==> src/rtl/seven_segment_codes.vh <==
// rtl/seven_segment_codes.vh - shared abcdefg segment codes for hex digits and blank
//
// Purpose: the single definition of the hex-to-7-segment mapping. Included by the
// scan decoder package so the encoder side and the decode side read the same table.
// Bit order is a,b,c,d,e,f,g from MSB to LSB; a 1 lights the segment.
`ifndef SEVEN_SEGMENT_CODES_VH
`define SEVEN_SEGMENT_CODES_VH

localparam logic [6:0] SEG_CODE_0     = 7'h7E;
localparam logic [6:0] SEG_CODE_1     = 7'h30;
localparam logic [6:0] SEG_CODE_2     = 7'h6D;
localparam logic [6:0] SEG_CODE_3     = 7'h79;
localparam logic [6:0] SEG_CODE_4     = 7'h33;
localparam logic [6:0] SEG_CODE_5     = 7'h5B;
localparam logic [6:0] SEG_CODE_6     = 7'h5F;
localparam logic [6:0] SEG_CODE_7     = 7'h70;
localparam logic [6:0] SEG_CODE_8     = 7'h7F;
localparam logic [6:0] SEG_CODE_9     = 7'h7B;
localparam logic [6:0] SEG_CODE_A     = 7'h77;
localparam logic [6:0] SEG_CODE_B     = 7'h1F;
localparam logic [6:0] SEG_CODE_C     = 7'h0D;
localparam logic [6:0] SEG_CODE_D     = 7'h3D;
localparam logic [6:0] SEG_CODE_E     = 7'h4F;
localparam logic [6:0] SEG_CODE_F     = 7'h47;
localparam logic [6:0] SEG_CODE_BLANK = 7'h00;

`endif

==> src/rtl/seven_segment_scan_decoder_pkg.sv <==
// rtl/seven_segment_scan_decoder_pkg.sv - types, segment codes and helpers for the scan decoder
//
// Purpose: shared declarations for seven_segment_scan_decoder and its pattern decoder.
//   - segment code localparams (pulled in from seven_segment_codes.vh)
//   - scan_state_e: per-dwell SETTLE/HOLD state
//   - seg_decode_t: decoded result of one segment pattern
//   - is_one_hot(): digit-select legality check
package seven_segment_scan_decoder_pkg;

  `include "seven_segment_codes.vh"

  typedef enum logic {
    ST_SETTLE = 1'b0,
    ST_HOLD   = 1'b1
  } scan_state_e;

  typedef struct packed {
    logic [3:0] nibble;
    logic       blank;
    logic       err;
  } seg_decode_t;

  // Callers zero-extend their select vector to 32 bits.
  function automatic logic is_one_hot(input logic [31:0] v);
    return (v != 32'd0) && ((v & (v - 32'd1)) == 32'd0);
  endfunction

endpackage

==> src/rtl/seven_segment_pattern_decoder.sv <==
// rtl/seven_segment_pattern_decoder.sv - combinational abcdefg pattern to hex nibble decoder
//
// Purpose: maps one 7-bit segment pattern back to the hex digit it displays.
// Ports:
//   pattern_i  in  7  segment lines a..g (MSB..LSB), 1 = lit
//   nibble_o   out 4  decoded hex value; 0 for blank or unrecognised patterns
//   blank_o    out 1  pattern was all segments off
//   err_o      out 1  pattern is neither a hex code nor blank
module seven_segment_pattern_decoder
  import seven_segment_scan_decoder_pkg::*;
(
  input  logic [6:0] pattern_i,
  output logic [3:0] nibble_o,
  output logic       blank_o,
  output logic       err_o
);

  always_comb begin
    nibble_o = 4'h0;
    blank_o  = 1'b0;
    err_o    = 1'b0;
    case (pattern_i)
      SEG_CODE_0:     nibble_o = 4'h0;
      SEG_CODE_1:     nibble_o = 4'h1;
      SEG_CODE_2:     nibble_o = 4'h2;
      SEG_CODE_3:     nibble_o = 4'h3;
      SEG_CODE_4:     nibble_o = 4'h4;
      SEG_CODE_5:     nibble_o = 4'h5;
      SEG_CODE_6:     nibble_o = 4'h6;
      SEG_CODE_7:     nibble_o = 4'h7;
      SEG_CODE_8:     nibble_o = 4'h8;
      SEG_CODE_9:     nibble_o = 4'h9;
      SEG_CODE_A:     nibble_o = 4'hA;
      SEG_CODE_B:     nibble_o = 4'hB;
      SEG_CODE_C:     nibble_o = 4'hC;
      SEG_CODE_D:     nibble_o = 4'hD;
      SEG_CODE_E:     nibble_o = 4'hE;
      SEG_CODE_F:     nibble_o = 4'hF;
      SEG_CODE_BLANK: blank_o  = 1'b1;
      default:        err_o    = 1'b1;
    endcase
  end

endmodule

==> src/rtl/seven_segment_scan_decoder.sv <==
// rtl/seven_segment_scan_decoder.sv - recovers the hex value shown on a multiplexed 7-segment bus
//
// Purpose: samples segment lines and one-hot digit select, debounces each digit dwell,
// decodes the pattern into a per-digit shadow slot and publishes complete frames atomically.
// Ports:
//   I_CLK        in  1             system clock, rising edge
//   I_RESET      in  1             synchronous active-high reset
//   I_SEGMENTS   in  7             segment lines a..g (MSB..LSB), 1 = lit
//   I_DIGIT_SEL  in  NUM_DIGITS    digit enables, legal only when one-hot
//   O_VALUE      out 4*NUM_DIGITS  last complete frame, nibble i = digit i
//   O_BLANK      out NUM_DIGITS    digit i was blank in the last frame
//   O_DIGIT_ERR  out NUM_DIGITS    digit i held an unrecognised pattern in the last frame
//   O_VALID      out 1             one-cycle pulse when the frame outputs update
module seven_segment_scan_decoder
  import seven_segment_scan_decoder_pkg::*;
#(
  parameter int NUM_DIGITS    = 4,
  parameter int STABLE_CYCLES = 16
) (
  input  logic                    I_CLK,
  input  logic                    I_RESET,
  input  logic [6:0]              I_SEGMENTS,
  input  logic [NUM_DIGITS-1:0]   I_DIGIT_SEL,
  output logic [4*NUM_DIGITS-1:0] O_VALUE,
  output logic [NUM_DIGITS-1:0]   O_BLANK,
  output logic [NUM_DIGITS-1:0]   O_DIGIT_ERR,
  output logic                    O_VALID
);

  localparam int              CNT_W   = $clog2(STABLE_CYCLES + 1);
  localparam logic [CNT_W-1:0] CNT_MAX = CNT_W'(STABLE_CYCLES);
  localparam logic [CNT_W-1:0] CNT_ONE = CNT_W'(1);

  // Input sample and the sample before it.
  logic [6:0]            s_seg_q;
  logic [NUM_DIGITS-1:0] s_sel_q;
  logic [6:0]            p_seg_q;
  logic [NUM_DIGITS-1:0] p_sel_q;

  logic [CNT_W-1:0] cnt_q, cnt_d;
  scan_state_e      state_q, state_d;

  logic [4*NUM_DIGITS-1:0] shadow_val_q, shadow_val_d;
  logic [NUM_DIGITS-1:0]   shadow_blank_q, shadow_blank_d;
  logic [NUM_DIGITS-1:0]   shadow_err_q, shadow_err_d;
  logic [NUM_DIGITS-1:0]   mask_q, mask_d;

  logic [4*NUM_DIGITS-1:0] value_q;
  logic [NUM_DIGITS-1:0]   blank_q;
  logic [NUM_DIGITS-1:0]   err_q;
  logic                    valid_q;

  logic        sample_changed;
  logic        sel_one_hot;
  logic        capture;
  logic        frame_full;
  seg_decode_t dec;

  seven_segment_pattern_decoder u_pattern_decoder (
    .pattern_i (s_seg_q),
    .nibble_o  (dec.nibble),
    .blank_o   (dec.blank),
    .err_o     (dec.err)
  );

  // Stability counter: 1 on the first cycle of a new sample, saturating at STABLE_CYCLES.
  always_comb begin
    sample_changed = (s_seg_q != p_seg_q) || (s_sel_q != p_sel_q);
    sel_one_hot    = is_one_hot(32'(s_sel_q));
    if (sample_changed) begin
      cnt_d = CNT_ONE;
    end else if (cnt_q == CNT_MAX) begin
      cnt_d = cnt_q;
    end else begin
      cnt_d = cnt_q + CNT_ONE;
    end
  end

  // Capture fires on the edge where the counter reaches STABLE_CYCLES, so a sample
  // first registered at edge t is captured at edge t+STABLE_CYCLES.
  always_comb begin
    state_d = state_q;
    capture = 1'b0;
    case (state_q)
      ST_SETTLE: begin
        if ((cnt_d == CNT_MAX) && sel_one_hot) begin
          capture = 1'b1;
          state_d = ST_HOLD;
        end
      end
      ST_HOLD: begin
        if (sample_changed) begin
          state_d = ST_SETTLE;
        end
      end
      default: state_d = ST_SETTLE;
    endcase
  end

  // A full mask publishes on the following edge. A capture on that same edge starts
  // the next frame: the mask is cleared first and the new bit is OR-ed in afterwards,
  // while the publish copies the pre-edge shadow.
  always_comb begin
    frame_full     = &mask_q;
    shadow_val_d   = shadow_val_q;
    shadow_blank_d = shadow_blank_q;
    shadow_err_d   = shadow_err_q;
    mask_d         = frame_full ? '0 : mask_q;
    if (capture) begin
      mask_d = mask_d | s_sel_q;
      for (int i = 0; i < NUM_DIGITS; i++) begin
        if (s_sel_q[i]) begin
          shadow_val_d[4*i +: 4] = dec.nibble;
          shadow_blank_d[i]      = dec.blank;
          shadow_err_d[i]        = dec.err;
        end
      end
    end
  end

  always_ff @(posedge I_CLK) begin
    if (I_RESET) begin
      s_seg_q        <= '0;
      s_sel_q        <= '0;
      p_seg_q        <= '0;
      p_sel_q        <= '0;
      cnt_q          <= '0;
      state_q        <= ST_SETTLE;
      shadow_val_q   <= '0;
      shadow_blank_q <= '0;
      shadow_err_q   <= '0;
      mask_q         <= '0;
      value_q        <= '0;
      blank_q        <= '0;
      err_q          <= '0;
      valid_q        <= 1'b0;
    end else begin
      s_seg_q        <= I_SEGMENTS;
      s_sel_q        <= I_DIGIT_SEL;
      p_seg_q        <= s_seg_q;
      p_sel_q        <= s_sel_q;
      cnt_q          <= cnt_d;
      state_q        <= state_d;
      shadow_val_q   <= shadow_val_d;
      shadow_blank_q <= shadow_blank_d;
      shadow_err_q   <= shadow_err_d;
      mask_q         <= mask_d;
      valid_q        <= frame_full;
      if (frame_full) begin
        value_q <= shadow_val_q;
        blank_q <= shadow_blank_q;
        err_q   <= shadow_err_q;
      end
    end
  end

  assign O_VALUE     = value_q;
  assign O_BLANK     = blank_q;
  assign O_DIGIT_ERR = err_q;
  assign O_VALID     = valid_q;

endmodule

==> config.mk <==
export PLATFORM = sky130hd
export DESIGN_NAME = seven_segment_scan_decoder
export DESIGN_NICKNAME = d
export VERILOG_FILES = /design/src/rtl/seven_segment_scan_decoder_pkg.sv /design/src/rtl/seven_segment_pattern_decoder.sv /design/src/rtl/seven_segment_scan_decoder.sv
export VERILOG_INCLUDE_DIRS = /design/src /design/src/rtl
export SDC_FILE = /design/constraint.sdc
export NUM_CORES = 1
export LEC_CHECK = 0
export ABC_AREA = 1
export BUFFER_PORTS_ARGS = -buffer_cell sky130_fd_sc_hd__buf_2
export CORE_MARGIN = 4
export CORE_UTILIZATION = 58
export CTS_CLUSTER_SIZE = 10
export DETAILED_ROUTE_END_ITERATION = 16
export GPL_TIMING_DRIVEN = 0
export PLACE_DENSITY = 0.84
export SLEW_MARGIN = 20
export SYNTH_ARGS = -nofsm -noshare
export SYNTH_HDL_FRONTEND = slang
export SYNTH_SLANG_ARGS = --single-unit
==> constraint.sdc <==
create_clock -name I_CLK -period 2.2 [get_ports I_CLK]
set_input_delay 0.33 -clock I_CLK [delete_from_list [all_inputs] [get_ports I_CLK]]
set_output_delay 0.33 -clock I_CLK [all_outputs]
set_load 0.02 [all_outputs]
== Word-level counts from Yosys, hierarchy flattened ==
Cells that the tools add are included.

* Flip-flop bits (word level): 81
* Bits of input ports: 13
* Word-level logic and storage cells: 71

* Add/subtract/negate cells: 2
* Equality and inequality tests: 20
* Multiplexer cells: 11
* Bitwise gates (word level): 3
* Reduce and logical (&&, ||, !) cells: 12

{| class="wikitable"
|+ Operators by type and width
! operator !! count
|-
| 7-bit equality test (second input constant) || 11
|-
| 4-bit case mux with 15 select lines || 1
|-
| 4-bit by 32-bit AND with 32-bit output || 1
|-
| 32-bit logical NOT || 1
|-
| 7-bit by 6-bit equality test with 1-bit output (second input constant) || 3
|-
| 17-bit OR reduction || 1
|-
| 5-bit equality test (second input constant) || 2
|-
| 5-bit two-way mux || 2
|-
| 4-bit two-way mux || 2
|-
| 2-bit AND reduction || 4
|-
| 7-bit by 4-bit equality test with 1-bit output (second input constant) || 1
|-
| 7-bit by 5-bit equality test with 1-bit output (second input constant) || 1
|-
| 7-bit logical NOT || 1
|-
| 7-bit inequality test || 1
|-
| 5-bit by 1-bit adder with 5-bit output (second input constant) || 1
|-
| 1-bit two-way mux || 5
|-
| 4-bit by 1-bit subtractor with 5-bit output (second input constant) || 1
|-
| 4-bit inequality test || 1
|-
| 4-bit bitwise OR || 1
|-
| 4-bit AND reduction || 1
|-
| 4-bit nonzero test || 1
|-
| 1-bit logical AND || 2
|-
| 1-bit case mux with 2 select lines || 1
|-
| 1-bit logical OR || 1
|-
| 1-bit inverter || 1
|}

== Logic depth before layout (Yosys ltp) ==
Gate-level depths: netlist of run 1.

* Depth after elaboration: 8
* Gate-level depth with buffers: 14
* Gate-level depth less buffers: 12

== By module ==
A second synthesis of run 1 with hierarchy kept.

* Cells, all modules: 507
* Area, all modules: 3,515.9 um2

{| class="wikitable"
|+ Modules (own cells, without submodules)
! module !! instances !! cells an instance !! area an instance (um2) !! sequential area each (um2)
|-
| seven_segment_scan_decoder || 1 || 424 || 3,153.0 || 1,621.6
|-
| seven_segment_pattern_decoder || 1 || 83 || 362.8 || 0.0
|}

== Worst setup path after synthesis of run 1 ==
OpenSTA, ideal clock, no wires.

* Kind: reg-to-reg
* Start point: reg cnt_q[0]
* End point: reg shadow_val_q[2]
* Library setup time: 0.115 ns
* Arrival time: 1.593 ns
* Required time: 2.085 ns
* Path slack: 0.492 ns
* Cell stages (with the launch flop): 12
* Buffers on the path: 1
* Cell sequence: dfxtp_1 -> ha_1 -> or2_2 -> nand3_1 -> nand2_1 -> nor2_1 -> nand2_2 -> nor2_8 -> buf_6 -> nand3_1 -> nand2_1 -> nor2_1

* Cells in the longest elaborated chain, start to end: 8

{| class="wikitable"
|+ RTL lines
! what !! RTL line !! RTL
|-
| start, declared || seven_segment_scan_decoder.sv:40 || <nowiki>logic [CNT_W-1:0] cnt_q, cnt_d;</nowiki>
|-
| start signal, assigned || seven_segment_scan_decoder.sv:142 || <nowiki>cnt_q <= cnt_d;</nowiki>
|-
| 5-bit by 1-bit adder with 5-bit output or 5-bit equality test (tied branches) || seven_segment_scan_decoder.sv:75, seven_segment_scan_decoder.sv:72 ||
|-
| 5-bit two-way mux * || seven_segment_scan_decoder.sv:72 || <nowiki>end else if (cnt_q == CNT_MAX) begin</nowiki>
|-
| 5-bit two-way mux * || seven_segment_scan_decoder.sv:70 || <nowiki>if (sample_changed) begin</nowiki>
|-
| 5-bit equality test * || seven_segment_scan_decoder.sv:86 || <nowiki>if ((cnt_d == CNT_MAX) && sel_one_hot) begin</nowiki>
|-
| 1-bit logical AND * || seven_segment_scan_decoder.sv:86 ||
|-
| 1-bit two-way mux * || seven_segment_scan_decoder.sv:86 ||
|-
| 1-bit two-way mux * || seven_segment_scan_decoder.sv:84 || <nowiki>case (state_q)</nowiki>
|-
| 2-bit AND reduction (no line) * || n/a ||
|-
| end signal, assigned || seven_segment_scan_decoder.sv:144 || <nowiki>shadow_val_q <= shadow_val_d;</nowiki>
|-
| end, declared || seven_segment_scan_decoder.sv:43 || <nowiki>logic [4*NUM_DIGITS-1:0] shadow_val_q, shadow_val_d;</nowiki>
|}

Every way passes the cells marked *; elsewhere a longest branch is shown, timed or not.
A chain may end at the register's enable or synchronous reset.

== Final worst setup path of run 1 ==
Same ends and word-level chain as after synthesis.

==> metrics.cfg, run 1 <==
[placement]
dp_hpwl_mm=5.19
dp_cells=587
port_buffers=36
placed_area_um2=3770
gp_congestion=0.900

[job]
drv_cap=0

[clock_network]
clock_sinks=81
cts_buffers=9
post-cts-setup-buffers=0
root_buffer=clkbuf_8
cts_tree=built
hold_buffers=0
cts.clk_slew.worst_paths_ns=0.09
clk_path_buf_depth=2
h-tree-depth=3
ctsResizeCount=0
insertion_delay_ns=0.36

[synthesis]
ys_types=27
synth_warnings=0
synth_area_um2=3500
ys_ff_latch=81
seq_area_frac_synth=0.464
syn_nets=491
postSynthAreaPerCell_um2=7.35
syn_inst=476

[sta]
hold_violations=0
max_slew_margin=0.563
rsz0062_at_grt=no
hold_slack_ns=0.168
period_needed_ns=1.89
fin_tns_setup_ns=0
fin_crit_sh=0.859
fmax_mhz=529
finClkSkew_ns=0.00847
report.final.setup_viol=0
final_max_slew_viol_count=0
tightest_slew_ns=0.656

[global_routing]
met2_usage=0.355
grt_usage=0.208
grt_pass1_wl_mm=12.3
grt_overflow=0
top_usage_layer=met2
grt_use_met1=0.247
grt_max_degree=16
use_met3=0.0519
antenna_found_initial=0
grt_pass1_vias=2839

[min_path]
holdPathStages=3
min_from=I_DIGIT_SEL[1]
holdPathEnd=s_sel_q[1]
hold_path.class=in2reg

[floorplanning]
dieWidth_um=85.7
ioPinCount=38
num_rows=28
dieArea_um2=7340
coreArea_um2=5890
start_util=0.594
fp.dieH_um=85.7

[routing]
drtIter0Drc=182
drt_drc_violations_left=0
vias=3102
viasPerCell=5.14
wl_per_cell_um=11.8
drt_wl_total_mm=7.09
ant_nets=0
dr.pass1.iters=4

[cells_and_area]
layout-drive-gt1-share=0.180
nets=538
layout_common_cells=nor2_1 (117), dfxtp_1 (81), nand2_1 (66)
final_common_cell=nor2_1
area_growth_syn_to_layout_pct=14.3
fin_cells=603
stdcell_area_um2=4000
n_fill_cell=528
antenna_cells=0

[critical_path]
critPathSlowestCell=dfxtp_1
worstSetupStartpointType=flip-flop
cp-end-kind=flip-flop
crit_required_ns=2.46
crit_path_cell_trace=ha_1, or2_2, nand3_1, nand2_1, nor2_1, nand2_2, nor2_8, buf_6, nand3_1, nand2_1, nor2_1
max_stage_delay_ns=0.36
r2r_start=cnt_q[0]
reg2reg_depth=11
path_buf_inv=1
crit_family=simple AND/OR/NAND/NOR gates
path_depth=11
path_class=reg2reg
cp.arrival_ns=2.15
r2r_setup_slack_ns=0.31
timing.rr.end=shadow_val_q[2]
crit_path_start=cnt_q[0]
cp_max_fo=10

[power]
power_mw=2.91
leakage_nw=1.80
powerDensity_nw_per_um2=728
vdd_drop_max_mv=0.444

[outcome]
status=finished clean

## through the flow
stage | utilization | setup slack (ns)
6_report | 0.679 | 0.309
3_5_place_dp | 0.641 | 0.328
4_1_cts | 0.679 | 0.313
3_3_place_gp | 0.641 | 0.359
5_1_grt | 0.679 | 0.146
2_1_floorplan | - | 0.492
## final cells by class
type,instances,area [um^2],area share
flip-flops and latches,81,1620,0.406
multi-input cells,324,1530,0.383
plain buffers,29,186,0.0466
repair buffers,36,180,0.0451
inverters,42,158,0.0394
clock buffers,9,124,0.0310
clock inverters,7,103,0.0257
well taps,75,93.8,0.0235
## power by group
group | internal [mW] | switching (mW)
registers | 1.48 | 0.0138
logic | 0.0669 | 0.126
clock network | 0.650 | 0.567
## layer usage
metal / up-vias / share of wire
met5: - / 0
met4: 0 / 0.016
met3: 14 / 0.064
met2: 86 / 0.48
met1: 1404 / 0.44
li1: 1598 / -
## state kept, by name, indices dropped and copies added (netlist names)
| name | flops |
|---|---|
| p_sel_q | 4 |
| shadow_err_q | 4 |
| p_seg_q | 7 |
| shadow_val_q | 16 |
| O_BLANK | 4 |
| s_seg_q | 7 |
| state_q | 1 |
| mask_q | 4 |
| cnt_q | 5 |
| O_VALUE | 16 |
| O_VALID | 1 |
| s_sel_q | 4 |
| O_DIGIT_ERR | 4 |
| shadow_blank_q | 4 |
## worst min-delay path: cells and delay by family
family        cells  cell delay [ns]
buf+inv           2             0.10
simple gates      1             0.06
## worst max path at each step
stage	slack, ns	endpoint
2_1_floorplan	0.49	shadow_val_q[2]
4_1_cts	0.31	shadow_val_q[2]
3_3_place_gp	0.36	shadow_val_q[2]
6_report	0.31	shadow_val_q[2]
5_1_grt	0.15	shadow_val_q[15]
3_5_place_dp	0.33	shadow_val_q[2]
## cells in the mapped netlist
cell / count / share of area
nor2_8: 1 / 0.0057
or2_2: 1 / 0.0018
xor2_1: 3 / 0.0075
inv_2: 5 / 0.0054
nor2_2: 2 / 0.0036
buf_2: 5 / 0.0072
nor3_1: 9 / 0.013
clkbuf_4: 2 / 0.0043
nand4_1: 6 / 0.011
ha_1: 2 / 0.0072
and2_1: 1 / 0.0018
nand2_2: 6 / 0.011
dfxtp_1: 81 / 0.46
nor2_1: 117 / 0.13
buf_4: 3 / 0.0064
a21oi_1: 23 / 0.033
o21ai_0: 27 / 0.039
nand3_1: 44 / 0.063
nor2_4: 2 / 0.0064
inv_1: 37 / 0.040
nand2_1: 66 / 0.071
xnor2_1: 5 / 0.013
clkbuf_1: 9 / 0.0097
buf_1: 3 / 0.0032
a21oi_2: 8 / 0.020
buf_6: 7 / 0.023
nand4_4: 1 / 0.0061
## kinds of logic (layout without fill, tap and decap cells)
logic type | after synthesis | count (layout) | share of synthesized area
buffers and inverters | 71 | 123 | 0.0984
AO/OA/AOI/OAI | 58 | 58 | 0.0916
flip-flops | 81 | 81 | 0.464
XOR/XNOR | 8 | 8 | 0.0200
adder cells (fa/ha/maj) | 2 | 2 | 0.00715
AND/OR/NAND/NOR | 256 | 256 | 0.319
Power figures use the tool's default switching activity.
==> run 2: changes to the inputs <==
--- a/config.mk
+++ b/config.mk
@@ -9,11 +9,10 @@
 export ABC_AREA = 1
 export BUFFER_PORTS_ARGS = -buffer_cell sky130_fd_sc_hd__buf_2
 export CORE_MARGIN = 4
-export CORE_UTILIZATION = 58
-export CTS_CLUSTER_SIZE = 10
+export CORE_UTILIZATION = 52
 export DETAILED_ROUTE_END_ITERATION = 16
 export GPL_TIMING_DRIVEN = 0
-export PLACE_DENSITY = 0.84
+export PLACE_DENSITY = 0.8
 export SLEW_MARGIN = 20
 export SYNTH_ARGS = -nofsm -noshare
 export SYNTH_HDL_FRONTEND = slang
==> constraint.sdc (replaced) <==
create_clock -name I_CLK -period 1.6 [get_ports I_CLK]
set_input_delay 0.24 -clock I_CLK [delete_from_list [all_inputs] [get_ports I_CLK]]
set_output_delay 0.24 -clock I_CLK [all_outputs]
set_load 0.01 [all_outputs]
==> run 2 against run 1 <==
Net effect:
- design area rose by 10%
- core utilization rose by 0.54 points
- critical endpoint is now shadow_val_q[1]
- critical path type unchanged
- register-to-register slack got worse by 0.50 ns
- via count rose by 5.7%
- the run now ends with negative setup slack left
- power rose by 40%
- global-route usage fell by 0.76 points
==> metrics.cfg, run 2 (same netlist as run 1, synthesis figures left out) <==
[sta]
fmax_mhz=559
fin_crit_sh=1.12
final_max_slew_viol_count=0
max_slew_margin=0.542
setup_ws_ns=-0.190
fin_tns_setup_ns=-3.59
report.final.setup_viol=29
period_needed_ns=1.79
hold_slack_ns=0.0783
tightest_slew_ns=0.687
rsz0062_at_grt=yes
finClkSkew_ns=0.00932
hold_violations=0

[floorplanning]
num_rows=29
dieWidth_um=90.0
start_util=0.545
fp.dieH_um=90.0
dieArea_um2=8100
ioPinCount=38
coreArea_um2=6420

[critical_path]
crit_required_ns=1.85
path_class=reg2reg
worstSetupStartpointType=flip-flop
cp_max_fo=4
cp.arrival_ns=2.04
cp-end-kind=flip-flop

[routing]
drt_wl_total_mm=8.25
vias=3279
drtIter0Drc=233
ant_nets=0
viasPerCell=5.32
drt_drc_violations_left=0
dr.pass1.iters=6
wl_per_cell_um=13.4

[power]
p_comb_frac=0.078
clkPwrFrac=0.413
netSwitchingPower_uw=981
seq_power_share=0.509
swShare=0.242
intPower_mw=3.08
leakage_nw=1.90
powerDensity_nw_per_um2=923
vdd_drop_max_mv=0.575

[global_routing]
antenna_found_initial=0
grt_usage=0.201
grt_pass1_wl_mm=13.3
grt_max_degree=15
grt_use_met1=0.228
grt_pass1_vias=3014
use_met3=0.0576
met2_usage=0.334
top_usage_layer=met2
grt_overflow=0

[cells_and_area]
antenna_cells=0
area_growth_syn_to_layout_pct=25.7
layout_common_cells=nor2_1 (110), dfxtp_1 (74), nand2_1 (59)
final_common_cell=nor2_1
nets=549
layout-drive-gt1-share=0.312
stdcell_area_um2=4400

[clock_network]
insertion_delay_ns=0.36
cts_tree=built
clock_sinks=81
cts_buffers=9
clk_path_buf_depth=2
cts.clk_slew.worst_paths_ns=0.08
h-tree-depth=3
root_buffer=clkbuf_8
hold_buffers=0

[job]
drv_cap=0

[placement]
dp_hpwl_mm=5.24
gp_congestion=0.961
port_buffers=36
placed_area_um2=3810

[outcome]
failed_checks=negative setup slack
status=complete, but fails checks

[min_path]
hold_path.class=in2reg

-- run 2: cell types whose count changed in the layout (fill, tap and decap cells not counted), sizes merged --
cell / change
buf: +10
clkbuf: +1
inv: -1
nor2: +1
-- run 2: critical path, stage by stage (launching register included) --
cell and delay, ns:
dfxtp_2 0.32, buf_6 0.12, buf_4 0.15, nand3_1 0.10, nor3_1 0.07, nor2_1 0.13, nand3_1 0.08, nor2_1 0.42
nand3_1 0.15, nand2_1 0.10, nor2_1 0.04
-- run 2: timing repair --
action                                  4_1_cts  5_1_grt
endpoints found under the setup margin       29       33
gates cloned                                  4        0
gates resized for setup                      34       46
setup buffers                                 5        3
pin swaps                                     2        4
endpoints found under the hold margin         0        0
-- run 2: metrics by stage --
step                 util  instances  total power [mW]  worst slack [ns]
finish              0.685        616              4.06            -0.190
detailed placement  0.593        589              2.37            -0.155
global route        0.685        616              4.22            -0.257
CTS                 0.655        613              4.06            -0.114
global placement    0.593        589              2.37            -0.143
floorplan               -        476              2.31          -0.00420
-- run 2: final cells by class --
cell class / count / area [um^2]
Inverter: 42 / 163
Buffer: 28 / 196
Fill cell: 531 / 2030
Tap cell: 77 / 96.3
Timing Repair Buffer: 47 / 274
Sequential cell: 81 / 1640
Clock inverter: 6 / 90.1
Multi-Input combinational cell: 325 / 1800
Clock buffer: 10 / 138
-- run 2: path summary, 6_finish.rpt --
path	slack, ns	start	cells past startpoint	endpoint
worst max-delay path	-0.19	s_seg_q[4]	10	shadow_val_q[1]
worst min register to register	0.48	O_VALUE[3]	2	O_VALUE[3]
worst max register to register	-0.19	s_seg_q[4]	10	shadow_val_q[1]
worst min-delay path	0.08	I_SEGMENTS[1]	3	s_seg_q[1]
-- run 2: power by group through the flow --
| stage | sequential [mW] | combinational [mW] | clock [mW] |
|---|---|---|---|
| after floorplan | 2.10 | 0.207 | 0 |
| after global routing | 2.07 | 0.348 | 1.80 |
| final | 2.07 | 0.316 | 1.68 |
| after CTS | 2.06 | 0.286 | 1.71 |
| after global placement | 2.11 | 0.260 | 0 |
| after detailed placement | 2.11 | 0.265 | 0 |
-- run 2: per-layer routing --
layer,wire (um),share of wire,vias up
li1,-,-,1620
met1,3340,0.40,1497
met2,4040,0.49,131
met3,583,0.071,31
met4,287,0.035,0
met5,0,0,-
